## config.mk

```make
export PLATFORM = sky130hd
export DESIGN_NAME = alu_sequencer
export DESIGN_NICKNAME = d
export VERILOG_FILES = /design/src/rtl/alu_seq_pkg.sv /design/src/rtl/alu_flag_reg.sv /design/src/rtl/alu_sequencer.sv
export SDC_FILE = /design/constraint.sdc
export NUM_CORES = 1
export LEC_CHECK = 0
export ABC_AREA = 1
export CAP_MARGIN = 10
export CORE_AREA = 2 2 54 56
export DETAILED_ROUTE_END_ITERATION = 7
export DIE_AREA = 0 0 56 58
export SYNTH_ARGS = -nofsm -noshare
export SYNTH_HDL_FRONTEND = slang
export SYNTH_SLANG_ARGS = --single-unit
export TNS_END_PERCENT = 10
```

## constraint.sdc

```tcl
create_clock -name clk -period 1.67 [get_ports clk]
set_input_delay 0.167 -clock clk [delete_from_list [all_inputs] [get_ports clk]]
set_output_delay 0.167 -clock clk [all_outputs]
set_load 0.1 [all_outputs]
```

## src/rtl/alu_seq_pkg.sv

```systemverilog
// rtl/alu_seq_pkg.sv - encodings shared by the ALU micro-sequencer
// Holds the op_fn and state enums, the per-function ALU select words,
// the flag bit positions and the flag register reset value.
package alu_seq_pkg;

    // 8085 arithmetic/logic group, opcode bits 5:3
    typedef enum logic [2:0] {
        FN_ADD = 3'd0,
        FN_ADC = 3'd1,
        FN_SUB = 3'd2,
        FN_SBB = 3'd3,
        FN_ANA = 3'd4,
        FN_XRA = 3'd5,
        FN_ORA = 3'd6,
        FN_CMP = 3'd7
    } alu_fn_e;

    typedef enum logic [1:0] {
        ST_IDLE = 2'd0,
        ST_ACC  = 2'd1,
        ST_TMP  = 2'd2,
        ST_EXEC = 2'd3
    } seq_state_e;

    // Select word per function: {op1, op2, neg, ncarry_1, shift_right}.
    // Bit 0 is always 0 here; shifting is reserved for rotate extensions.
    localparam logic [4:0] CW [8] = '{
        5'b10000,   // ADD
        5'b10000,   // ADC
        5'b10100,   // SUB
        5'b10100,   // SBB
        5'b01000,   // ANA
        5'b11000,   // XRA
        5'b01010,   // ORA
        5'b10100    // CMP
    };

    // Flag layout: S Z 0 AC 0 P 1 CY
    localparam int unsigned FLAG_S  = 7;
    localparam int unsigned FLAG_Z  = 6;
    localparam int unsigned FLAG_AC = 4;
    localparam int unsigned FLAG_P  = 2;
    localparam int unsigned FLAG_CY = 0;

    localparam logic [7:0] FLAGS_RESET = 8'h02;

    function automatic logic is_add_fn(alu_fn_e fn);
        return (fn == FN_ADD) || (fn == FN_ADC);
    endfunction

    function automatic logic is_sub_fn(alu_fn_e fn);
        return (fn == FN_SUB) || (fn == FN_SBB) || (fn == FN_CMP);
    endfunction

endpackage

```

## src/rtl/alu_flag_reg.sv

```systemverilog
// rtl/alu_flag_reg.sv - 8085 flag register with flag compute logic
// Ports: clk, rst_n (async, active-low); we loads new flags at the next
// posedge; fn selects add/sub/logic carry semantics; alu_sign/zero/parity/
// aux/carry_n are the ALU status inputs; flags is the registered S Z 0 AC 0 P 1 CY.
module alu_flag_reg
    import alu_seq_pkg::*;
(
    input  logic       clk,
    input  logic       rst_n,
    input  logic       we,
    input  alu_fn_e    fn,
    input  logic       alu_sign,
    input  logic       alu_zero,
    input  logic       alu_parity,
    input  logic       alu_aux,
    input  logic       alu_carry_n,
    output logic [7:0] flags
);

    logic [7:0] flags_q;
    logic [7:0] flags_d;

    always_comb begin
        flags_d = flags_q;
        if (we) begin
            // Start from the constant bits, then fill the live ones.
            flags_d          = FLAGS_RESET;
            flags_d[FLAG_S]  = alu_sign;
            flags_d[FLAG_Z]  = alu_zero;
            flags_d[FLAG_P]  = ~alu_parity;
            if (is_add_fn(fn)) begin
                flags_d[FLAG_CY] = ~alu_carry_n;
                flags_d[FLAG_AC] = alu_aux;
            end else if (is_sub_fn(fn)) begin
                // Active-low carry-out of a + ~b + 1 is the borrow.
                flags_d[FLAG_CY] = alu_carry_n;
                flags_d[FLAG_AC] = alu_aux;
            end
        end
    end

    always_ff @(posedge clk or negedge rst_n) begin
        if (!rst_n) begin
            flags_q <= FLAGS_RESET;
        end else begin
            flags_q <= flags_d;
        end
    end

    assign flags = flags_q;

endmodule

```

## src/rtl/alu_sequencer.sv

```systemverilog
// rtl/alu_sequencer.sv - micro-sequencer for the accumulator/ALU datapath
// Ports: clk, rst_n (async, active-low); op_valid/op_ready/op_fn instruction
// handshake; operand_valid marks the operand on the data bus; alu_* are ALU
// status inputs; select_*/shift_right_in/alu_cin_n drive the ALU function;
// a_to_act .. fe_0_to_act are datapath register strobes; flags is the 8085
// flag register; done pulses for one cycle when an instruction retires.
module alu_sequencer
    import alu_seq_pkg::*;
(
    input  logic       clk,
    input  logic       rst_n,
    input  logic       op_valid,
    output logic       op_ready,
    input  logic [2:0] op_fn,
    input  logic       operand_valid,
    input  logic [7:0] alu_result,
    input  logic       alu_zero,
    input  logic       alu_parity,
    input  logic       alu_aux,
    input  logic       alu_carry_n,
    output logic       select_op1,
    output logic       select_op2,
    output logic       select_neg,
    output logic       select_ncarry_1,
    output logic       select_shift_right,
    output logic       shift_right_in,
    output logic       alu_cin_n,
    output logic       a_to_act,
    output logic       dbus_to_act,
    output logic       write_dbus_to_alu_tmp,
    output logic       alu_to_a,
    output logic       sel_alu_a,
    output logic       alu_a_to_dbus,
    output logic       sel_0_fe,
    output logic       fe_0_to_act,
    output logic [7:0] flags,
    output logic       done
);

    seq_state_e state_q, state_d;
    alu_fn_e    fn_q;

    // State register and latched function
    always_ff @(posedge clk or negedge rst_n) begin
        if (!rst_n) begin
            state_q <= ST_IDLE;
            fn_q    <= FN_ADD;
        end else begin
            state_q <= state_d;
            if (state_q == ST_IDLE && op_valid) begin
                fn_q <= alu_fn_e'(op_fn);
            end
        end
    end

    // Next-state logic
    always_comb begin
        state_d = state_q;
        unique case (state_q)
            ST_IDLE: if (op_valid) state_d = ST_ACC;
            ST_ACC:  state_d = ST_TMP;
            ST_TMP:  if (operand_valid) state_d = ST_EXEC;
            ST_EXEC: state_d = ST_IDLE;
            default: state_d = ST_IDLE;
        endcase
    end

    // Moore outputs decoded from state; only the temp-register load
    // follows operand_valid directly.
    always_comb begin
        op_ready              = 1'b0;
        a_to_act              = 1'b0;
        write_dbus_to_alu_tmp = 1'b0;
        alu_to_a              = 1'b0;
        done                  = 1'b0;
        select_op1            = 1'b0;
        select_op2            = 1'b0;
        select_neg            = 1'b0;
        select_ncarry_1       = 1'b0;
        alu_cin_n             = 1'b1;
        unique case (state_q)
            ST_IDLE: op_ready = 1'b1;
            ST_ACC:  a_to_act = 1'b1;
            ST_TMP:  write_dbus_to_alu_tmp = operand_valid;
            ST_EXEC: begin
                {select_op1, select_op2, select_neg, select_ncarry_1} = CW[fn_q][4:1];
                alu_to_a = (fn_q != FN_CMP);
                done     = 1'b1;
                // Carry chains read the CY value held before this instruction.
                unique case (fn_q)
                    FN_ADC:         alu_cin_n = ~flags[FLAG_CY];
                    FN_SUB, FN_CMP: alu_cin_n = 1'b0;
                    FN_SBB:         alu_cin_n = flags[FLAG_CY];
                    default:        alu_cin_n = 1'b1;
                endcase
            end
            default: op_ready = 1'b0;
        endcase
    end

    // Reserved for increment/rotate extensions
    assign dbus_to_act        = 1'b0;
    assign sel_0_fe           = 1'b0;
    assign fe_0_to_act        = 1'b0;
    assign shift_right_in     = 1'b0;
    assign select_shift_right = 1'b0;
    assign sel_alu_a          = 1'b1;
    assign alu_a_to_dbus      = 1'b0;

    alu_flag_reg u_flag_reg (
        .clk         (clk),
        .rst_n       (rst_n),
        .we          (state_q == ST_EXEC),
        .fn          (fn_q),
        .alu_sign    (alu_result[7]),
        .alu_zero    (alu_zero),
        .alu_parity  (alu_parity),
        .alu_aux     (alu_aux),
        .alu_carry_n (alu_carry_n),
        .flags       (flags)
    );

endmodule

```

# After elaboration in Yosys (flattened, before gate mapping)
# Memories as Yosys holds them, arrays and structs flattened.
# Cells that the tools add are included.
# word_totals
n_memories	1
mem_bits_ro	40
reg_bits	10
word_cells	47
output_inout_bits	25
# classes
n_eq_ne	10
order_cmp	1
mux	20
reduce_logical	8
bitwise_logic	4
# mem_list
name	depth	width	read_ports	rd_ports_with_merged_regs	write_ports	line_no	rtl
(no name shown)	8	5	1	0	0	alu_sequencer.sv:86	{select_op1, select_op2, select_neg, select_ncarry_1} = CW[fn_q][4:1];
# ops
op	count
$mux 1	14
$mux 5	2
$pmux 2 s4	1
$eq 3x2->1 const B	2
$eq 2x2->1 const B	2
$ge 4x4->1 const B	1
$mux 2	2
$ne 2x2->1 const B	2
$not 3->4	1
$eq 3x1->1 const B	1
$eq 3x3->1 const B	1
$logic_not 3->1	1
$logic_or 1x1->1	3
$ne 3x3->1 const B	1
$not 1->1	3
$pmux 1 s3	1
$eq 2x1->1 const B	1
$logic_not 2->1	1
$reduce_and 2->1	1
$reduce_or 2->1	1
$logic_and 1x1->1	1

# Longest topological paths before layout
# depth
word_depth	5
ltp_mapped	6
ltp_nobuf	6

# Modules after synthesis
# A second synthesis with hierarchy kept.
# unflattened
hier_cells	91
area_unflattened_um2	659.4
# by_module_without_submodules
module	cells_per_inst	instances	area_per_inst_um2
alu_sequencer	58	1	411.6
alu_flag_reg	33	1	247.7

# Least setup slack after synthesis
# Ideal clock, no wire load.
# synth_timing
path_kind	flip-flop to output port
start	register state_q[1]
end	output port select_op1
stages_incl_launch_ff	4
t_required_ps	1503
arrival_ps	2782
path_buffers	0
path_slack_ps	-1279
cell_sequence	dfrtp_1 > ha_1 > inv_2 > nor2_1
# synth_via
elab_chain_len	2
# synth_lines
element	line_no	rtl
start, declared	alu_sequencer.sv:40	seq_state_e state_q, state_d;
start signal, assigned	alu_sequencer.sv:49	state_q <= state_d;
$eq 2x2->1	alu_sequencer.sv:81	unique case (state_q)
$mux 1	alu_sequencer.sv:81	
end, declared	alu_sequencer.sv:21	output logic select_op1,
# No other way between the ends.

# Final worst setup path
# layout_timing
start	register state_q[1]
end	output port alu_cin_n
# layout_via
elab_chain_len	2
# layout_lines
element	line_no	rtl
$eq 2x2->1	alu_sequencer.sv:81	
$mux 1	alu_sequencer.sv:81	
end, declared	alu_sequencer.sv:27	output logic alu_cin_n,
# No other way between the ends.

==> impl_metrics.env <==
export IMPL_status="complete, no violations"
export IMPL_grt_usage_pct=9.28
export IMPL_rsz0062_at_grt="no"
export IMPL_top_level_ports=44
export IMPL_yosysWarnings=0
export IMPL_antenna_found_initial=0
export IMPL_syn_area_um2=637
export IMPL_fin_worst_skew_ns=0.000575
export IMPL_fin_crit_ns=1.52
export IMPL_mostFrequentLayoutCell="nand2_1"
export IMPL_final_cells=148
export IMPL_drt_wirelength_per_cell_um=9.18
export IMPL_drc=0
export IMPL_cts_hold_buf=0
export IMPL_slowest_stage="dfrtp_2"
export IMPL_critPathLaunchType="register"
export IMPL_cts_tree="done"
export IMPL_htreeDepth=1
export IMPL_numCtsBuffers=3
export IMPL_yosys_cell_types_count=15
export IMPL_cts_sinks=10
export IMPL_final_period_utilization_pct=90.9
export IMPL_rows=19
export IMPL_finalSetupViolCount=0
export IMPL_die_h_um=58
export IMPL_drt_met1_wl_um=524
export IMPL_required_ns=1.50
export IMPL_avgViaCountPerCell=3.87
export IMPL_dp_cells=142
export IMPL_die_area_um2=3250
export IMPL_crit_path_end_kind="primary output"
export IMPL_top_layer_used="met3"
export IMPL_clk_latency_ns=0.25
export IMPL_place_hpwl_mm=1.17
export IMPL_arrival_ns=1.35
export IMPL_grt_remaining_overflow=0
export IMPL_worstSetupPathType="register to primary output"
export IMPL_wirelength_mm=1.36
export IMPL_antenna_cells=0
export IMPL_worstPathCellList="ha_4, inv_4, nor2_1, nand3_2, buf_12"
export IMPL_register_area_um2=251
export IMPL_ant_nets=0
export IMPL_ys_seq_area_share_pct=39.3
export IMPL_drt_iter0_drc=9
export IMPL_grt_pass1_wl_mm=2.43
export IMPL_place_congestion=0.723
export IMPL_synth_area_top_cells="dfrtp_1 (39%), nand2_1 (15%), buf_4 (12%), ha_1 (7.9%), nor2_1 (6.5%)"
export IMPL_synth_avg_cell_area_um2=7.32
export IMPL_cp_slowest_stage_delay_ns=0.45
export IMPL_start_util_pct=23.9
export IMPL_firstDrtPassIters=4
export IMPL_clk_pin_slew_ns=0.06
export IMPL_io_buffer_count=26
export IMPL_dr_wl_met2_um=736
export IMPL_layout_common_cells="nand2_1 (26), buf_12 (15), clkdlybuf4s50_1 (11), inv_1 (10), conb_1 (10)"
export IMPL_num_vias=573
export IMPL_synth_seq_cells=10
export IMPL_nNetsFinal=141
export IMPL_hold_class="input pin to asynchronous set/reset pin"
export IMPL_wl_met3_um=97
export IMPL_cts_root_buf="clkbuf_4"
export IMPL_syn_inst=87
export IMPL_cap_violations=0
export IMPL_multiInputGateArea_um2=350
export IMPL_fillers=268
export IMPL_hold_violations=0
export IMPL_grt_max_degree=11
export IMPL_grt_pass1_vias=600
export IMPL_clock_path_buffers=2
export IMPL_clock_fmax_mhz=659
export IMPL_yosysTopAreaCellShare_pct=39.3
export IMPL_yosysTopAreaCell="dfrtp_1"
export IMPL_dieWidth_um=56
export IMPL_syn2layout_area_growth_pct=80.0
export IMPL_slew_violations=0
export IMPL_core_area_um2=2660
export IMPL_cp_max_fo=10
export IMPL_drive_gt1_share_pct=28.2
[metal layers]
| metal | vias to the layer above | GRT usage (%) |
|---|---|---|
| met1 | 252 | 9.82 |
| met2 | 19 | 17.1 |
| met4 | 0 | 4.08 |
| met5 | - | 0 |
| met3 | 0 | 2.68 |
| li1 | 302 | - |
[critical path: cells and delay by family (launching register included)]
family | cells | cell delay (ns)
fa+ha+maj | 1 | 0.20
simple gates | 2 | 0.15
flops | 1 | 0.45
buf+inv | 2 | 0.29
[final timing paths]
kind / from / to / slack (ns) / cells after the start
worst max register to register: state_q[1] / state_q[1] / 0.43 / 6
max in group asynchronous: rst_n / state_q[1] / 1.12 / 1
worst min register to register: u_flag_reg.flags[6] / u_flag_reg.flags[6] / 0.55 / 2
worst min-delay path: rst_n / u_flag_reg.flags[7] / 0.22 / 1
worst max-delay path: state_q[1] / alu_cin_n / 0.15 / 5
min in group clk: alu_result[7] / u_flag_reg.flags[7] / 0.45 / 3
[sequential cells by signal (all words and copies together), names as in the netlist]
name,cells
state_q,2
u_flag_reg.flags,5
fn_q,3
[synthesized netlist by cell type, drive strengths merged]
cell type,n
buf,10
conb,2
o21ai,4
inv,11
nand2,27
nor2,12
nand3,3
nand3b,1
dfrtp,10
a21oi,3
ha,4
[kinds of logic (layout without fill, tap and decap cells)]
family,after synthesis,count (layout),synth area share [%]
other,2,10,1.18
AOI/OAI and AO/OA,7,7,6.09
adders and majority gates,4,4,7.86
and+or+nand+nor,43,43,27.3
buffers and inverters,21,43,18.3
DFF,10,10,39.3
[timing repair]
action / in CTS / in global routing
buffers inserted: 0 / 2
gates resized for setup: 0 / 2
setup endpoints to repair: 0 / 1
[metrics by stage]
step                      utilization (%)  cell area, um2  hold slack, ns  setup slack (ns)  TNS (ns)
after detailed placement             41.0            1090           0.510             0.318         0
after global placement               41.0            1090           0.508             0.328         0
after global routing                 43.0            1150           0.225            0.0328         0
after floorplan                         -             717          -0.129           -0.0942    -0.110
after CTS                            42.3            1130           0.227            0.0105         0
final                                43.0            1150           0.221             0.153         0
[cell type report]
class / count / share of cell area, %
multi-input combinational: 64 / 30.6
clock buffer: 4 / 3.17
sequential: 10 / 21.9
inverter: 11 / 3.82
tap: 31 / 3.38
timing repair buffer: 28 / 37.1
Power is not shown: default switching activity piles up to over one toggle a cycle in this logic, so the estimate is an artifact.
